**config.mk**
```make
export PLATFORM = sky130hd
export DESIGN_NAME = hcsr04_ranger
export DESIGN_NICKNAME = d
export VERILOG_FILES = /design/src/rtl/hcsr04_ranger.sv
export SDC_FILE = /design/constraint.sdc
export NUM_CORES = 1
export LEC_CHECK = 0
export ABC_AREA = 1
export BUFFER_PORTS_ARGS = -buffer_cell sky130_fd_sc_hd__buf_2
export CAP_MARGIN = 15
export CORE_MARGIN = 10
export CORE_UTILIZATION = 60
export DETAILED_ROUTE_END_ITERATION = 16
export PLACE_DENSITY = 0.88
export SETUP_SLACK_MARGIN = 0.1
export SYNTH_ARGS = -nofsm -noshare
export SYNTH_HDL_FRONTEND = slang
export SYNTH_SLANG_ARGS = --single-unit
```
**constraint.sdc**
```tcl
create_clock -name clk -period 3.5 [get_ports clk]
set_clock_uncertainty 0.15 [all_clocks]
set_input_delay 0.35 -clock clk [delete_from_list [all_inputs] [get_ports clk]]
set_output_delay 0.35 -clock clk [all_outputs]
set_load 0.05 [all_outputs]
```
**src/rtl/hcsr04_ranger.sv**
```systemverilog
// HC-SR04 ultrasonic ranger: periodic trigger pulse, echo pulse timing, and conversion of echo width to cm.
// A result of 12'hFFF with timeout=1 means there was no echo or it ran out of range.
module hcsr04_ranger #(
   parameter int TRIG_CYCLES     = 500,
   parameter int CYCLES_PER_UNIT = 2900,
   parameter int TIMEOUT_CYCLES  = 1_500_000,
   parameter int PERIOD_CYCLES   = 3_000_000
) (
   input  logic        clk,
   input  logic        reset,
   input  logic        enable,
   input  logic        echo,
   output logic        trig,
   output logic [11:0] distance,
   output logic        valid,
   output logic        timeout,
   output logic        busy
);

   localparam int PER_W = $clog2(PERIOD_CYCLES + 1);
   localparam int TMO_W = $clog2(TIMEOUT_CYCLES + 1);
   localparam int SUB_W = $clog2(CYCLES_PER_UNIT + 1);
   localparam logic [PER_W-1:0] TRIG_LAST = PER_W'(TRIG_CYCLES - 1);
   localparam logic [PER_W-1:0] PER_LAST  = PER_W'(PERIOD_CYCLES - 1);
   localparam logic [TMO_W-1:0] TMO_LAST  = TMO_W'(TIMEOUT_CYCLES - 1);
   localparam logic [SUB_W-1:0] SUB_LAST  = SUB_W'(CYCLES_PER_UNIT - 1);

   typedef enum logic [2:0] {IDLE, TRIG, WAIT_RISE, MEASURE, HOLD} state_t;

   state_t            state, state_next;
   logic [PER_W-1:0]  per_cnt, per_next;
   logic [TMO_W-1:0]  tmo_cnt, tmo_next;
   logic [SUB_W-1:0]  sub_cnt, sub_next, sub_base;
   logic [11:0]       units, units_next, units_base;
   logic              echo_m, echo_s, echo_d;
   logic              count, result, result_tmo;

   // echo_d holds the previous synchronized sample so a rising edge needs a real low-to-high transition
   always_ff @(posedge clk or posedge reset) begin
      if (reset) begin
         echo_m <= 1'b0;
         echo_s <= 1'b0;
         echo_d <= 1'b0;
      end else begin
         echo_m <= echo;
         echo_s <= echo_m;
         echo_d <= echo_s;
      end
   end

   always_ff @(posedge clk or posedge reset) begin
      if (reset) begin
         state   <= IDLE;
         per_cnt <= '0;
         tmo_cnt <= '0;
         sub_cnt <= '0;
         units   <= '0;
      end else begin
         state   <= state_next;
         per_cnt <= per_next;
         tmo_cnt <= tmo_next;
         sub_cnt <= sub_next;
         units   <= units_next;
      end
   end

   always_comb begin
      state_next = state;
      per_next   = per_cnt;
      tmo_next   = tmo_cnt;
      sub_next   = sub_cnt;
      units_next = units;
      sub_base   = sub_cnt;
      units_base = units;
      count      = 1'b0;
      result     = 1'b0;
      result_tmo = 1'b0;
      case (state)
         IDLE: begin
            per_next = '0;
            if (enable) state_next = TRIG;
         end
         TRIG: begin
            per_next = per_cnt + 1'b1;
            if (per_cnt == TRIG_LAST) begin
               state_next = WAIT_RISE;
               tmo_next   = '0;
            end
         end
         WAIT_RISE: begin
            per_next = per_cnt + 1'b1;
            tmo_next = tmo_cnt + 1'b1;
            // The edge cycle itself is the first high cycle, so it is counted from a zero base
            if (echo_s && !echo_d) begin
               state_next = MEASURE;
               sub_base   = '0;
               units_base = '0;
               count      = 1'b1;
            end else if (tmo_cnt >= TMO_LAST) begin
               result     = 1'b1;
               result_tmo = 1'b1;
            end
         end
         MEASURE: begin
            per_next = per_cnt + 1'b1;
            tmo_next = tmo_cnt + 1'b1;
            if (!echo_s) begin
               result = 1'b1;
            end else begin
               count = 1'b1;
               if (tmo_cnt >= TMO_LAST) begin
                  result     = 1'b1;
                  result_tmo = 1'b1;
               end
            end
         end
         HOLD: begin
            if (per_cnt == PER_LAST) begin
               per_next   = '0;
               state_next = enable ? TRIG : IDLE;
            end else begin
               per_next = per_cnt + 1'b1;
            end
         end
         default: state_next = IDLE;
      endcase

      if (count) begin
         if (sub_base == SUB_LAST) begin
            sub_next   = '0;
            units_next = (units_base == 12'hFFF) ? units_base : units_base + 1'b1;
         end else begin
            sub_next   = sub_base + 1'b1;
            units_next = units_base;
         end
      end

      if (result) state_next = HOLD;
   end

   always_ff @(posedge clk or posedge reset) begin
      if (reset) begin
         trig     <= 1'b0;
         busy     <= 1'b0;
         valid    <= 1'b0;
         distance <= '0;
         timeout  <= 1'b0;
      end else begin
         trig  <= (state_next == TRIG);
         busy  <= (state_next != IDLE);
         valid <= result;
         if (result) begin
            distance <= result_tmo ? 12'hFFF : units;
            timeout  <= result_tmo;
         end
      end
   end

endmodule

```
==> metrics <==
status=completed; CP arrival=between 2 and 3 ns; Min-Delay Startpoint=echo_m; drt total wl=about 12000 um; CP Capture Type=flip-flop; top cells by count, synth=205 x nand2_1, 92 x inv_1, 89 x dfrtp_1; Core ar.=approximately 8700 um^2; global route overflow=0; die area=approximately 13000 um^2; Die Wd=between 100 and 150 um; CTS Buf Count=9; drt wl/cell=about 14 um; Fmax=about 370 MHz; final-layout fill cell count=767; IO buf count=19; n_diodes=0; Routed Antenna Nets=0; crit share post-route=between 70% and 80%; largest net degree at the start of global routing=52; Post-synth EDFFs=0; Syn-to-layout area delta=6.82%; mux share of post-synthesis cell area=0.189%; WS Path Type=reg -> reg; H-tree depth=3; min Tclk post-route=2.73 ns; post-synthesis adder-cell area fraction=less than 1%; Worst-Margin Slew=0.883 ns; reg-to-reg startpoint=state[1]; worst reg-to-reg path cell count=17; max_cap viols=0; Detail Placement HPWL=around 9100 um; worst slack, placed=0.798 ns; quantity of gates resized following cts=0; largest family of logic cells by synthesized area=simple AND/OR/NAND/NOR gates; Synth Area in Compound Gates=4.91%; cell area power density=a little over 300 nW/um^2; count of pins over their slew limit=0; Net count, final=around 770; die height=around 110 um; async set-reset flop share out of synthesis=100%; xor and xnor area share after synthesis=4.29%; share of the synthesized area in the top cell type=between 40% and 50%; clock sinks=89; simple-gate share of the synthesized area=about two fifths; CTS tree=built; Ys Warns=0; Longest Clk Path Bufs=2; WHS Path Cells=0; Synth Flop Type=dfrtp_1; Avg Synthesized Cell Area=just over 7 um^2; Hold Crit Class=reg -> reg; synth top area cells=dfrtp_1 42%, nand2_1 15%, nand3_1 7.6%; largest fanout on the critical path=11; synth unique cells=36; internal reg-to-reg setup slack=0.77 ns; Setup violations, final=0; via count=~5000; Final Worst Setup Slack=0.770 ns; RR Endpoint=units[11]; post-synth top area cell=dfrtp_1; Post-Syn Area=roughly 5300 um^2; GP Congestion=~0.96; CP Data Required Time=between 3 and 4 ns; First-pass DRT Iterations=6; Hold Violations, Final=0; # IOs=20; number of synthesized register bits=between 80 and 90; Mapped Nets=~750; LEAKAGE=roughly 0.0028 uW; Site Rows=34; first-pass GRT wire length=around 21000 um; register area share after synthesis=between 40 and 50%; IR drop worst, VDD=~160 uV; number of post-CTS setup repair buffers=0; DRT iter0 DRCs=between 200 and 300; via/cell ratio=between 5 and 6; layout cells sized above 1=around a tenth; Total GRT Usage=19.3%; startpoint types=flip-flop; Cells after Synth=approximately 740; Clock Latency Late Sink=roughly 0.37 ns; residual DRC count=0; RSZ-0062 raised after global routing=no; vias in the first global route=between 4000 and 5000; max_slew headroom=approximately two fifths; Initial Util=a little over 60%; clk root buf=clkbuf_8; hold path endpoint=echo_s; Total Neg Setup Slack=0 ns; number of antenna violations at the first check in global routing=0; Worst-path clk slew=~0.1 ns; top-count cell post-synth=nand2_1; crit path launch=state[1]
[registers in the layout (all words and copies together) (netlist names)]
signal	count
busy	1
distance	12
echo_d	1
echo_m	1
echo_s	1
per_cnt	22
state	3
sub_cnt	12
timeout	1
tmo_cnt	21
trig	1
units	12
valid	1
[area by class of cell]
type | instances | area, um^2 | share of cell area [%]
multi-input cells | 533 | 2580 | 45.6
flip-flops and latches | 89 | 2230 | 39.3
inverters | 103 | 388 | 6.85
repair buffers | 25 | 145 | 2.56
clock buffers | 10 | 138 | 2.43
well taps | 108 | 135 | 2.39
clock inverters | 6 | 50.0 | 0.884
[report_power, final]
part | switching, uW | leakage (uW) | internal (uW) | total [uW]
sequential | 0.995 | 0.00121 | 1030 | 1030
combinational | 21.7 | 0.00155 | 4.82 | 26.6
clock | 398 | 0.0000895 | 285 | 683
[repair_timing]
| action | in CTS | in global routing |
|---|---|---|
| hold buffers | 2 | 0 |
| setup endpoints to repair | 0 | 0 |
| hold endpoints to repair | 3 | 0 |
[how the worst max path moves through the flow]
stage / endpoint / slack, ns / cells past startpoint
after floorplan: busy / 0.69 / 1
after global placement: units[11] / 0.99 / 17
after detailed placement: units[9] / 0.80 / 17
after CTS: units[11] / 0.78 / 17
after global routing: units[11] / 0.44 / 17
final: units[11] / 0.77 / 17
[worst max-delay path: stages, from the launching register on]
cell	delay, ns
dfrtp_1	0.43
inv_1	0.08
nor2_2	0.10
nand3_2	0.10
inv_2	0.09
nor2_1	0.15
ha_1	0.32
nand2_1	0.08
inv_1	0.09
nand2_1	0.05
nor2_1	0.12
nand3_2	0.09
nor2_4	0.23
nand3_1	0.13
nor2_2	0.18
nand3_1	0.10
nand2_1	0.08
nand2_1	0.05
[stage by stage]
| step | total power [uW] | hold WS (ns) | instance area, um^2 | util (%) | instances |
|---|---|---|---|---|---|
| floorplan | 1070 | 0.181 | 5300 | - | 743 |
| global placement | 1080 | 0.210 | 5460 | 62.9 | 856 |
| detailed placement | 1080 | 0.218 | 5460 | 62.9 | 856 |
| CTS | 1750 | 0.237 | 5660 | 65.3 | 874 |
| global route | 1800 | 0.243 | 5660 | 65.3 | 874 |
| finish | 1740 | 0.232 | 5660 | 65.3 | 874 |
[cells by family after synthesis]
family / count (synthesis)
XOR/XNOR: 26
AO/OA/AOI/OAI: 48
AND/OR/NAND/NOR: 454
flip-flops: 89
buffers and inverters: 121
adder cells (fa/ha/maj): 4
multiplexers: 1
[layer usage]
| metal | wire length [um] | global-route usage [%] | up-vias |
|---|---|---|---|
| li1 | - | - | 2434 |
| met5 | 0 | 0 | - |
| met2 | 6130 | 32.9 | 175 |
| met4 | 213 | 6.85 | 0 |
| met1 | 5270 | 24.0 | 2296 |
| met3 | 660 | 3.41 | 24 |
[cell usage in the layout, fill, tap and decap left out, types with 2 or more instances in the layout]
| cell | netlist | final |
|---|---|---|
| clkinvlp_4 | 0 | 2 |
| buf_2 | 8 | 19 |
| nand3_1 | 80 | 80 |
| or2_2 | 3 | 3 |
| dlygate4sd3_1 | 0 | 2 |
| inv_1 | 92 | 91 |
| o21ai_0 | 13 | 13 |
| a21oi_1 | 10 | 10 |
| nor4_1 | 4 | 4 |
| nand2_1 | 205 | 205 |
| clkbuf_8 | 0 | 10 |
| xor2_1 | 22 | 22 |
| nor3_1 | 27 | 27 |
| o21ai_1 | 12 | 12 |
| o22ai_1 | 10 | 10 |
| nor3_2 | 3 | 3 |
| inv_6 | 0 | 2 |
| nor2_1 | 80 | 80 |
| buf_4 | 4 | 4 |
| xnor2_1 | 4 | 4 |
| nand4_1 | 31 | 31 |
| dfrtp_1 | 89 | 89 |
| or2_0 | 2 | 2 |
| nor2_2 | 9 | 9 |
| clkinv_4 | 0 | 2 |
| nand2_2 | 3 | 3 |
| inv_2 | 10 | 10 |
| ha_1 | 4 | 4 |
| nor2_4 | 2 | 2 |
| nand3_2 | 2 | 2 |
(Power assumes the default switching activity.)
